## config.mk

```make
export PLATFORM = sky130hd
export DESIGN_NAME = gate_sweep_ctrl
export DESIGN_NICKNAME = d
export VERILOG_FILES = /design/src/rtl/gate_sweep_pkg.sv /design/src/rtl/gate_sweep_ctrl_misr16.sv /design/src/rtl/gate_sweep_ctrl.sv
export SDC_FILE = /design/constraint.sdc
export NUM_CORES = 1
export LEC_CHECK = 0
export BUFFER_PORTS_ARGS = -buffer_cell sky130_fd_sc_hd__buf_2
export CAP_MARGIN = 20
export CORE_MARGIN = 2
export CORE_UTILIZATION = 35
export DETAILED_ROUTE_END_ITERATION = 7
export PLACE_DENSITY = 0.54
export SLEW_MARGIN = 10
export SYNTH_ARGS = -nofsm -noshare
export SYNTH_HDL_FRONTEND = slang
export SYNTH_SLANG_ARGS = --single-unit
```

## constraint.sdc

```tcl
create_clock -name clk -period 3.1 [get_ports clk]
set_input_delay 0 -clock clk [delete_from_list [all_inputs] [get_ports clk]]
set_output_delay 0 -clock clk [all_outputs]
set_load 0.02 [all_outputs]
```

## src/rtl/gate_sweep_pkg.sv

```systemverilog
// Shared types and constants for the gate datapath self-test sequencer.
package gate_sweep_pkg;

    typedef enum logic [1:0] {
        ST_IDLE   = 2'd0,
        ST_SETTLE = 2'd1,
        ST_SAMPLE = 2'd2,
        ST_DONE   = 2'd3
    } state_e;

    localparam logic [2:0]  MODE_AND  = 3'b100;
    localparam logic [2:0]  MODE_OR   = 3'b010;
    localparam logic [2:0]  MODE_XOR  = 3'b001;

    localparam logic [15:0] MISR_POLY = 16'h1021;
    localparam logic [15:0] MISR_SEED = 16'hFFFF;

    // One MISR step: shift left, fold in the polynomial on carry-out, xor the sample into bit 0.
    function automatic logic [15:0] misr_next(input logic [15:0] s, input logic d);
        return {s[14:0], 1'b0} ^ (s[15] ? MISR_POLY : 16'h0000) ^ {15'b0, d};
    endfunction

endpackage

```

## src/rtl/gate_sweep_ctrl_misr16.sv

```systemverilog
// 16-bit signature register; clr reseeds, en folds in one sample.
module misr16
    import gate_sweep_pkg::*;
(
    input  logic        clk,
    input  logic        rst,
    input  logic        clr,
    input  logic        en,
    input  logic        din,
    output logic [15:0] sig
);

    logic [15:0] sig_q;
    logic [15:0] sig_d;

    always_comb begin
        sig_d = sig_q;
        if (clr) begin
            sig_d = MISR_SEED;
        end else if (en) begin
            sig_d = misr_next(sig_q, din);
        end
    end

    always_ff @(posedge clk) begin
        if (rst) begin
            sig_q <= MISR_SEED;
        end else begin
            sig_q <= sig_d;
        end
    end

    assign sig = sig_q;

endmodule

```

## src/rtl/gate_sweep_ctrl.sv

```systemverilog
// Self-test sequencer: sweeps every operand vector under AND/OR/XOR modes,
// samples the datapath output and accumulates per-mode ones-counts and a MISR.
module gate_sweep_ctrl
    import gate_sweep_pkg::*;
#(
    parameter int unsigned NPAIR  = 4,
    parameter int unsigned SETTLE = 2
) (
    input  logic                 clk,
    input  logic                 rst,
    input  logic                 start,
    input  logic                 abort,
    input  logic                 e,
    output logic [2*NPAIR-1:0]   dp_in,
    output logic [2:0]           dp_mode,
    output logic                 busy,
    output logic                 done,
    output logic [2*NPAIR:0]     cnt_and,
    output logic [2*NPAIR:0]     cnt_or,
    output logic [2*NPAIR:0]     cnt_xor,
    output logic [15:0]          sig
);

    localparam int unsigned W   = 2 * NPAIR;
    localparam int unsigned CW  = W + 1;
    localparam int unsigned SCW = 4;

    state_e         state_q, state_d;
    logic [W-1:0]   vec_q, vec_d;
    logic [2:0]     mode_q, mode_d;
    logic [SCW-1:0] set_q, set_d;
    logic           busy_q, busy_d;
    logic           done_q, done_d;
    logic [CW-1:0]  cnt_and_q, cnt_and_d;
    logic [CW-1:0]  cnt_or_q, cnt_or_d;
    logic [CW-1:0]  cnt_xor_q, cnt_xor_d;
    logic           misr_clr;
    logic           misr_en;

    // Next-state, counters and stimulus; vec_q/mode_q drive the datapath directly.
    always_comb begin
        state_d   = state_q;
        vec_d     = vec_q;
        mode_d    = mode_q;
        set_d     = set_q;
        busy_d    = busy_q;
        done_d    = 1'b0;
        cnt_and_d = cnt_and_q;
        cnt_or_d  = cnt_or_q;
        cnt_xor_d = cnt_xor_q;
        misr_clr  = 1'b0;
        misr_en   = 1'b0;

        case (state_q)
            ST_IDLE: begin
                if (start && !abort) begin
                    state_d   = ST_SETTLE;
                    busy_d    = 1'b1;
                    vec_d     = '0;
                    mode_d    = MODE_AND;
                    set_d     = '0;
                    cnt_and_d = '0;
                    cnt_or_d  = '0;
                    cnt_xor_d = '0;
                    misr_clr  = 1'b1;
                end
            end
            ST_SETTLE: begin
                if (set_q == SCW'(SETTLE - 1)) begin
                    state_d = ST_SAMPLE;
                    set_d   = '0;
                end else begin
                    set_d = set_q + SCW'(1);
                end
            end
            ST_SAMPLE: begin
                misr_en = 1'b1;
                case (mode_q)
                    MODE_AND: cnt_and_d = cnt_and_q + CW'(e);
                    MODE_OR:  cnt_or_d  = cnt_or_q  + CW'(e);
                    MODE_XOR: cnt_xor_d = cnt_xor_q + CW'(e);
                    default:  ;
                endcase
                vec_d   = vec_q + W'(1);
                state_d = ST_SETTLE;
                if (vec_q == {W{1'b1}}) begin
                    if (mode_q == MODE_XOR) begin
                        state_d = ST_DONE;
                        busy_d  = 1'b0;
                        done_d  = 1'b1;
                        mode_d  = '0;
                    end else begin
                        mode_d = mode_q >> 1;
                    end
                end
            end
            ST_DONE: begin
                state_d = ST_IDLE;
            end
            default: begin
                state_d = ST_IDLE;
            end
        endcase

        // Abort discards the in-flight sample and freezes partial results.
        if (abort && (state_q != ST_IDLE)) begin
            state_d   = ST_IDLE;
            busy_d    = 1'b0;
            done_d    = 1'b0;
            vec_d     = '0;
            mode_d    = '0;
            set_d     = '0;
            cnt_and_d = cnt_and_q;
            cnt_or_d  = cnt_or_q;
            cnt_xor_d = cnt_xor_q;
            misr_en   = 1'b0;
        end
    end

    always_ff @(posedge clk) begin
        if (rst) begin
            state_q   <= ST_IDLE;
            vec_q     <= '0;
            mode_q    <= '0;
            set_q     <= '0;
            busy_q    <= 1'b0;
            done_q    <= 1'b0;
            cnt_and_q <= '0;
            cnt_or_q  <= '0;
            cnt_xor_q <= '0;
        end else begin
            state_q   <= state_d;
            vec_q     <= vec_d;
            mode_q    <= mode_d;
            set_q     <= set_d;
            busy_q    <= busy_d;
            done_q    <= done_d;
            cnt_and_q <= cnt_and_d;
            cnt_or_q  <= cnt_or_d;
            cnt_xor_q <= cnt_xor_d;
        end
    end

    misr16 u_misr (
        .clk (clk),
        .rst (rst),
        .clr (misr_clr),
        .en  (misr_en),
        .din (e),
        .sig (sig)
    );

    assign dp_in   = vec_q;
    assign dp_mode = mode_q;
    assign busy    = busy_q;
    assign done    = done_q;
    assign cnt_and = cnt_and_q;
    assign cnt_or  = cnt_or_q;
    assign cnt_xor = cnt_xor_q;

endmodule

```

==> results of run 1 <==
[per-layer routing]
layer,GRT usage,routed length (um)
met4,0.06159,108
met2,0.2661,3256
met5,0,0
met3,0.04334,301
met1,0.2114,3331
[placed cells by master (no fill, tap or decap), types with 3 or more instances in the layout]
master / Yosys / routed
buf_2: 5 / 60
ha_1: 9 / 9
inv_1: 5 / 5
nand4_1: 8 / 8
nand2_1: 46 / 46
or4_1: 10 / 10
clkinv_4: 0 / 3
and2_1: 4 / 4
or2_2: 3 / 3
dfxtp_1: 62 / 62
o31ai_1: 10 / 10
clkbuf_8: 0 / 9
or3_1: 10 / 10
nand3_1: 31 / 31
xnor2_1: 3 / 3
nor2b_1: 3 / 3
nand2b_1: 5 / 5
o211ai_1: 5 / 5
o2111ai_1: 5 / 5
o21ai_0: 15 / 15
bufinv_16: 0 / 4
xor2_1: 3 / 3
nor2_1: 22 / 22
mux2_2: 3 / 3
a21oi_1: 37 / 37
[cell usage after synthesis, types with 2 or more instances]
| library cell | number | share of area |
|---|---|---|
| xor2_1 | 3 | 0.0093 |
| and3_1 | 2 | 0.0044 |
| o2111ai_1 | 5 | 0.015 |
| xnor2_1 | 3 | 0.0093 |
| buf_2 | 5 | 0.0088 |
| a21oi_1 | 37 | 0.065 |
| nor3b_4 | 2 | 0.013 |
| o31ai_1 | 10 | 0.026 |
| clkbuf_1 | 11 | 0.015 |
| nor2b_1 | 3 | 0.0066 |
| o21ai_0 | 15 | 0.026 |
| or4_1 | 10 | 0.026 |
| ha_1 | 9 | 0.040 |
| o211ai_1 | 5 | 0.013 |
| or2_2 | 3 | 0.0066 |
| or3_1 | 10 | 0.022 |
| dfxtp_1 | 62 | 0.44 |
| o2111ai_2 | 2 | 0.011 |
| nand3b_1 | 2 | 0.0053 |
| nand2_1 | 46 | 0.061 |
| inv_1 | 5 | 0.0066 |
| nand4_1 | 8 | 0.018 |
| nand3_1 | 31 | 0.055 |
| and2_1 | 4 | 0.0088 |
| nor2_1 | 22 | 0.029 |
| nand2b_1 | 5 | 0.011 |
| mux2_2 | 3 | 0.012 |
[sequential cells by signal, summed over array words and instances, names as in the netlist]
| register | flops |
|---|---|
| done | 1 |
| cnt_and | 9 |
| set_q | 4 |
| u_misr.sig | 16 |
| dp_in | 8 |
| cnt_or | 9 |
| dp_mode | 3 |
| busy | 1 |
| cnt_xor | 9 |
| state_q | 2 |
[metrics by stage]
stage                     utilization  hold slack, ps  setup slack, ps  instance area, sq um  std cells
after floorplan                     -           89.69             1335                  2836        335
after global placement         0.4115           315.9            905.0                  3213        483
after detailed placement       0.4115           320.8            834.6                  3213        483
after CTS                      0.4487           61.42            802.0                  3503        501
after global routing           0.4487           90.04            524.5                  3503        501
final                          0.4487           66.73            798.7                  3503        501
[area by class of cell]
cell class / instances / area (sq um)
clock buffer: 9 / 123.9
clock inverter: 7 / 146.4
fill: 813 / 4304
inverter: 5 / 18.77
multi-input combinational: 252 / 1510
sequential: 62 / 1241
tap: 102 / 127.6
timing repair buffer: 64 / 335.3
[cell families after synthesis]
logic type	share of synthesized area
XOR/XNOR	0.01853
multiplexers	0.01544
AO/OA/AOI/OAI	0.1742
adder cells (fa/ha/maj)	0.03970
AND/OR/NAND/NOR	0.2845
buffers and inverters	0.03000
flip-flops	0.4376
[power by group]
part | internal [uW] | total (uW) | leakage [uW] | switching (uW)
sequential | 804 | 813 | 0.000501 | 9.81
combinational | 27.5 | 94.5 | 0.000767 | 66.9
clock | 619 | 968 | 0.000134 | 348
total | 1450 | 1880 | 0.00140 | 425
[final timing paths]
check                        to  depth (start not counted)  slack [ps]  startpoint
setup reg to reg     cnt_xor[8]                          4         800  state_q[0]
setup / recovery     cnt_xor[8]                          4         800  state_q[0]
hold / removal    u_misr.sig[0]                          3          70           e
hold reg to reg            busy                          2         460        busy
[critical path, cell delays in order (launching register included)]
cell,delay [ps]
dfxtp_1,380
nor2_1,560
o211ai_1,520
or4_1,620
a21oi_1,140
==> flow_summary.ini, run 1 <==
[yosys]
ys.flop_type = dfxtp_1
syn_area_sq_um = 2836
postSynthCellCount = 335
yosysUniqueCellTypes = 39
synth_edf_count = 0
avgSynthCellArea_sq_um = 8.467
yosysSeqAreaShare = 0.4376
ys_ff_latch = 62
syn_nets = 349
async_reset_ff_frac = 0
ys_warn_count = 0

[global_route]
grt_overflow_total = 0
antenna_found_initial = 0
grt_pass1_vias = 2354
track_usage = 0.1651
grt_pass1_wl_mm = 11.47
grt_max_degree = 22

[cts]
path_clk_slew_ps = 80
clock_tree.buffer_depth = 2
clock_latency_ps = 350
post_cts_buffers = 0
htree_levels = 3
cts.sinks = 62
cts_root_buf = clkbuf_8
cts_resized = 0
cts_tree = done
ctsHoldBuffers = 2
numCtsBuffers = 9

[timing]
rsz0062_at_grt = no
hold_viol_final = 0
tightest_slew_ps = 1018
max-slew-margin-rel = 0.3185
fin_crit_sh = 0.7424
finalClockSkew_ps = 9.078
maxSlewViolCount = 0
setup_viol_count_final = 0
tns_ps = 0
clock.fmax_ghz = 0.4345
min_period_ps = 2301

[pwr]
power_per_cell_area_nw_per_um2 = 535.4
cellLeakagePower_uw = 0.001401
finalPower_uw = 1876
vdd_ir_drop_max_v = 0.0002321

[cells_and_area]
final_nets = 408
drive_gt1_frac = 0.2256
antennaDiodeCount = 0
area_delta_synth_final_pct = 23.51

[critical_path]
critPathKind = reg2reg
critPathMaxFanout = 14
critPathRequiredTime_ps = 3360
crit_arrival_ps = 2560
cp-end-kind = flip-flop
cp-start-kind = flip-flop

[floorplan]
die_height_um = 94.03
core_area_sq_um = 7807
die_w_um = 94.03
boundaryPins = 61
initial_core_util = 0.3633
die_area_sq_um = 8841
row_count = 32

[drt]
drtPass1Iterations = 5
route.vias.total = 2673
drc = 0
dr.first_iter.drc_count = 115
drtAntennaViolNets = 0
wl_per_cell_um = 13.97
vias_per_cell = 5.335
wl_mm = 6.997

[placement]
place.gp.congestion = 0.7444
port_buffers = 60
place_hpwl_mm = 4.790

[worst_hold_path]
hold_path_class = in2reg

[job]
maxCapViolCount = 0

[outcome]
status = completed
No activity file was read; power rests on OpenSTA's default activity.
==> inputs of run 2 (changes only) <==
==> constraint.sdc (replaced) <==
create_clock -name clk -period 2.35 [get_ports clk]
set_input_delay 0 -clock clk [delete_from_list [all_inputs] [get_ports clk]]
set_output_delay 0 -clock clk [all_outputs]
set_load 0.02 [all_outputs]
==> run 2 against run 1 <==
Wire length shrank 2.6%. Core utilization grew 0.080 points. Sequential cell count did not move. Sequential power up 32%. Critical endpoint is now cnt_xor[6]. Clock skew shrank 1.7 ps. Highest routed layer unchanged. First-iteration DRC count is 24% lower.
==> flow_summary.ini, run 2 (same netlist as run 1, synthesis figures left out) <==
[floorplan]
die_area_sq_um = 8841
die_height_um = 94.03
core_area_sq_um = 7807
boundaryPins = 61
die_w_um = 94.03
row_count = 32
initial_core_util = 0.3633

[timing]
setup_viol_count_final = 0
rsz0062_at_grt = no
maxSlewViolCount = 0
finalClockSkew_ps = 7.427
clock.fmax_ghz = 0.4988
tightest_slew_ps = 877.6
min_period_ps = 2005
max-slew-margin-rel = 0.4128
setup_slack_ps = 345.1
tns_ps = 0
whs_ps = 57.73
fin_crit_sh = 0.8532
hold_viol_final = 0

[drt]
route.vias.total = 2652
wl_per_cell_um = 13.50
drtPass1Iterations = 4
dr.first_iter.drc_count = 87
drtAntennaViolNets = 0
vias_per_cell = 5.251
wl_mm = 6.816
drc = 0

[worst_hold_path]
min_from = e
min_to = u_misr.sig[0]
hold_depth = 3
hold_path_class = in2reg

[cells_and_area]
final_nets = 412
area_delta_synth_final_pct = 23.73
final_common_cell = dfxtp_1
antennaDiodeCount = 0
largest_reg_flops = 16
final_core_util = 0.4495
nFillCells = 812
drive_gt1_frac = 0.2333
final_cell_mix = dfxtp_1 (62), buf_2 (60), nand2_1 (46)

[critical_path]
critPathKind = reg2reg
reg2reg_to = cnt_xor[6]
critPathRequiredTime_ps = 2630
reg2reg_from = dp_mode[0]
cp-end-kind = flip-flop
crit_arrival_ps = 2290
critPathMaxFanout = 14
reg2reg_slack_ps = 350
cp-start-kind = flip-flop
reg2reg_depth = 4

[pwr]
vdd_ir_drop_max_v = 0.0003155
power_per_cell_area_nw_per_um2 = 670.4
netSwitchingFraction = 0.2311
pwr-share-clk = 0.488
intPower_uw = 1809
cellLeakagePower_uw = 0.001402
p_seq_frac = 0.456
comb_power_share = 0.056
switching_power_uw = 543.7
finalPower_uw = 2353

[placement]
place.gp.congestion = 0.7669
dp_slack_ps = 359.3
place_hpwl_mm = 4.802
port_buffers = 60

[global_route]
grt_pass1_vias = 2451
grt_max_degree = 22
grt_pass1_wl_mm = 11.63
antenna_found_initial = 0
grt_overflow_total = 0
track_usage = 0.1669

[cts]
cts_root_buf = clkbuf_8
cts_tree = done
htree_levels = 3
path_clk_slew_ps = 70
clock_latency_ps = 340
clock_tree.buffer_depth = 2
cts.sinks = 62
numCtsBuffers = 9

[outcome]
status = completed

[job]
maxCapViolCount = 0
## run 2: cell count changes in the layout (fill, tap and decap cells not counted), sizes merged
cell,change
buf,+4
clkinvlp,+2
bufinv,-1
clkinv,-1
## run 2: timing repair
| item | 4_1_cts | 5_1_grt |
|---|---|---|
| resized for setup | 0 | 0 |
| hold buffers | 2 | 0 |
| hold endpoints to repair | 8 | 0 |
| setup endpoints to repair | 0 | 0 |
| setup buffers | 0 | 0 |
## run 2: worst max-delay path by stage
| stage | start | end | slack (ps) | depth (start not counted) |
|---|---|---|---|---|
| 2_1_floorplan | dp_mode[2] | cnt_and[7] | 590 | 4 |
| 3_3_place_gp | dp_mode[0] | cnt_xor[8] | 420 | 4 |
| 3_5_place_dp | dp_mode[0] | cnt_xor[7] | 360 | 4 |
| 4_1_cts | dp_mode[0] | cnt_xor[7] | 340 | 4 |
| 5_1_grt | dp_mode[0] | cnt_xor[6] | 80 | 4 |
| 6_report | dp_mode[0] | cnt_xor[6] | 350 | 4 |
## run 2: metrics by stage
step / instances / area [sq um]
after global placement: 487 / 3243
after floorplan: 335 / 2836
after CTS: 505 / 3510
final: 505 / 3510
after detailed placement: 487 / 3243
after global routing: 505 / 3510
## run 2: area by class of cell
type	instances	area, sq um	share of cell area
multi-input combinational	252	1510	0.4303
clock inverter	7	122.6	0.03494
inverter	5	18.77	0.005348
timing repair buffer	68	365.4	0.1041
tap	102	127.6	0.03636
sequential	62	1241	0.3537
clock buffer	9	123.9	0.03529
## run 2: per-layer routing
layer / GRT usage / share of wire / wire (um)
met5: 0 / 0 / 0
met4: 0.06884 / 0.012 / 81
met3: 0.04735 / 0.041 / 282
met2: 0.2649 / 0.45 / 3088
met1: 0.2124 / 0.49 / 3363
## run 2: worst max-delay path, cell delays in order (launching register included)
cell	delay [ps]
dfxtp_1	470
nor3b_2	340
o211ai_1	380
or4_1	620
a21oi_1	150
## run 2: power by group through the flow
stage | registers (uW) | logic (uW) | clock network, uW
3_3_place_gp | 1100 | 130 | 0
2_1_floorplan | 1100 | 82.1 | 0
6_report | 1070 | 133 | 1150
5_1_grt | 1070 | 149 | 1220
4_1_cts | 1070 | 134 | 1180
3_5_place_dp | 1100 | 131 | 0
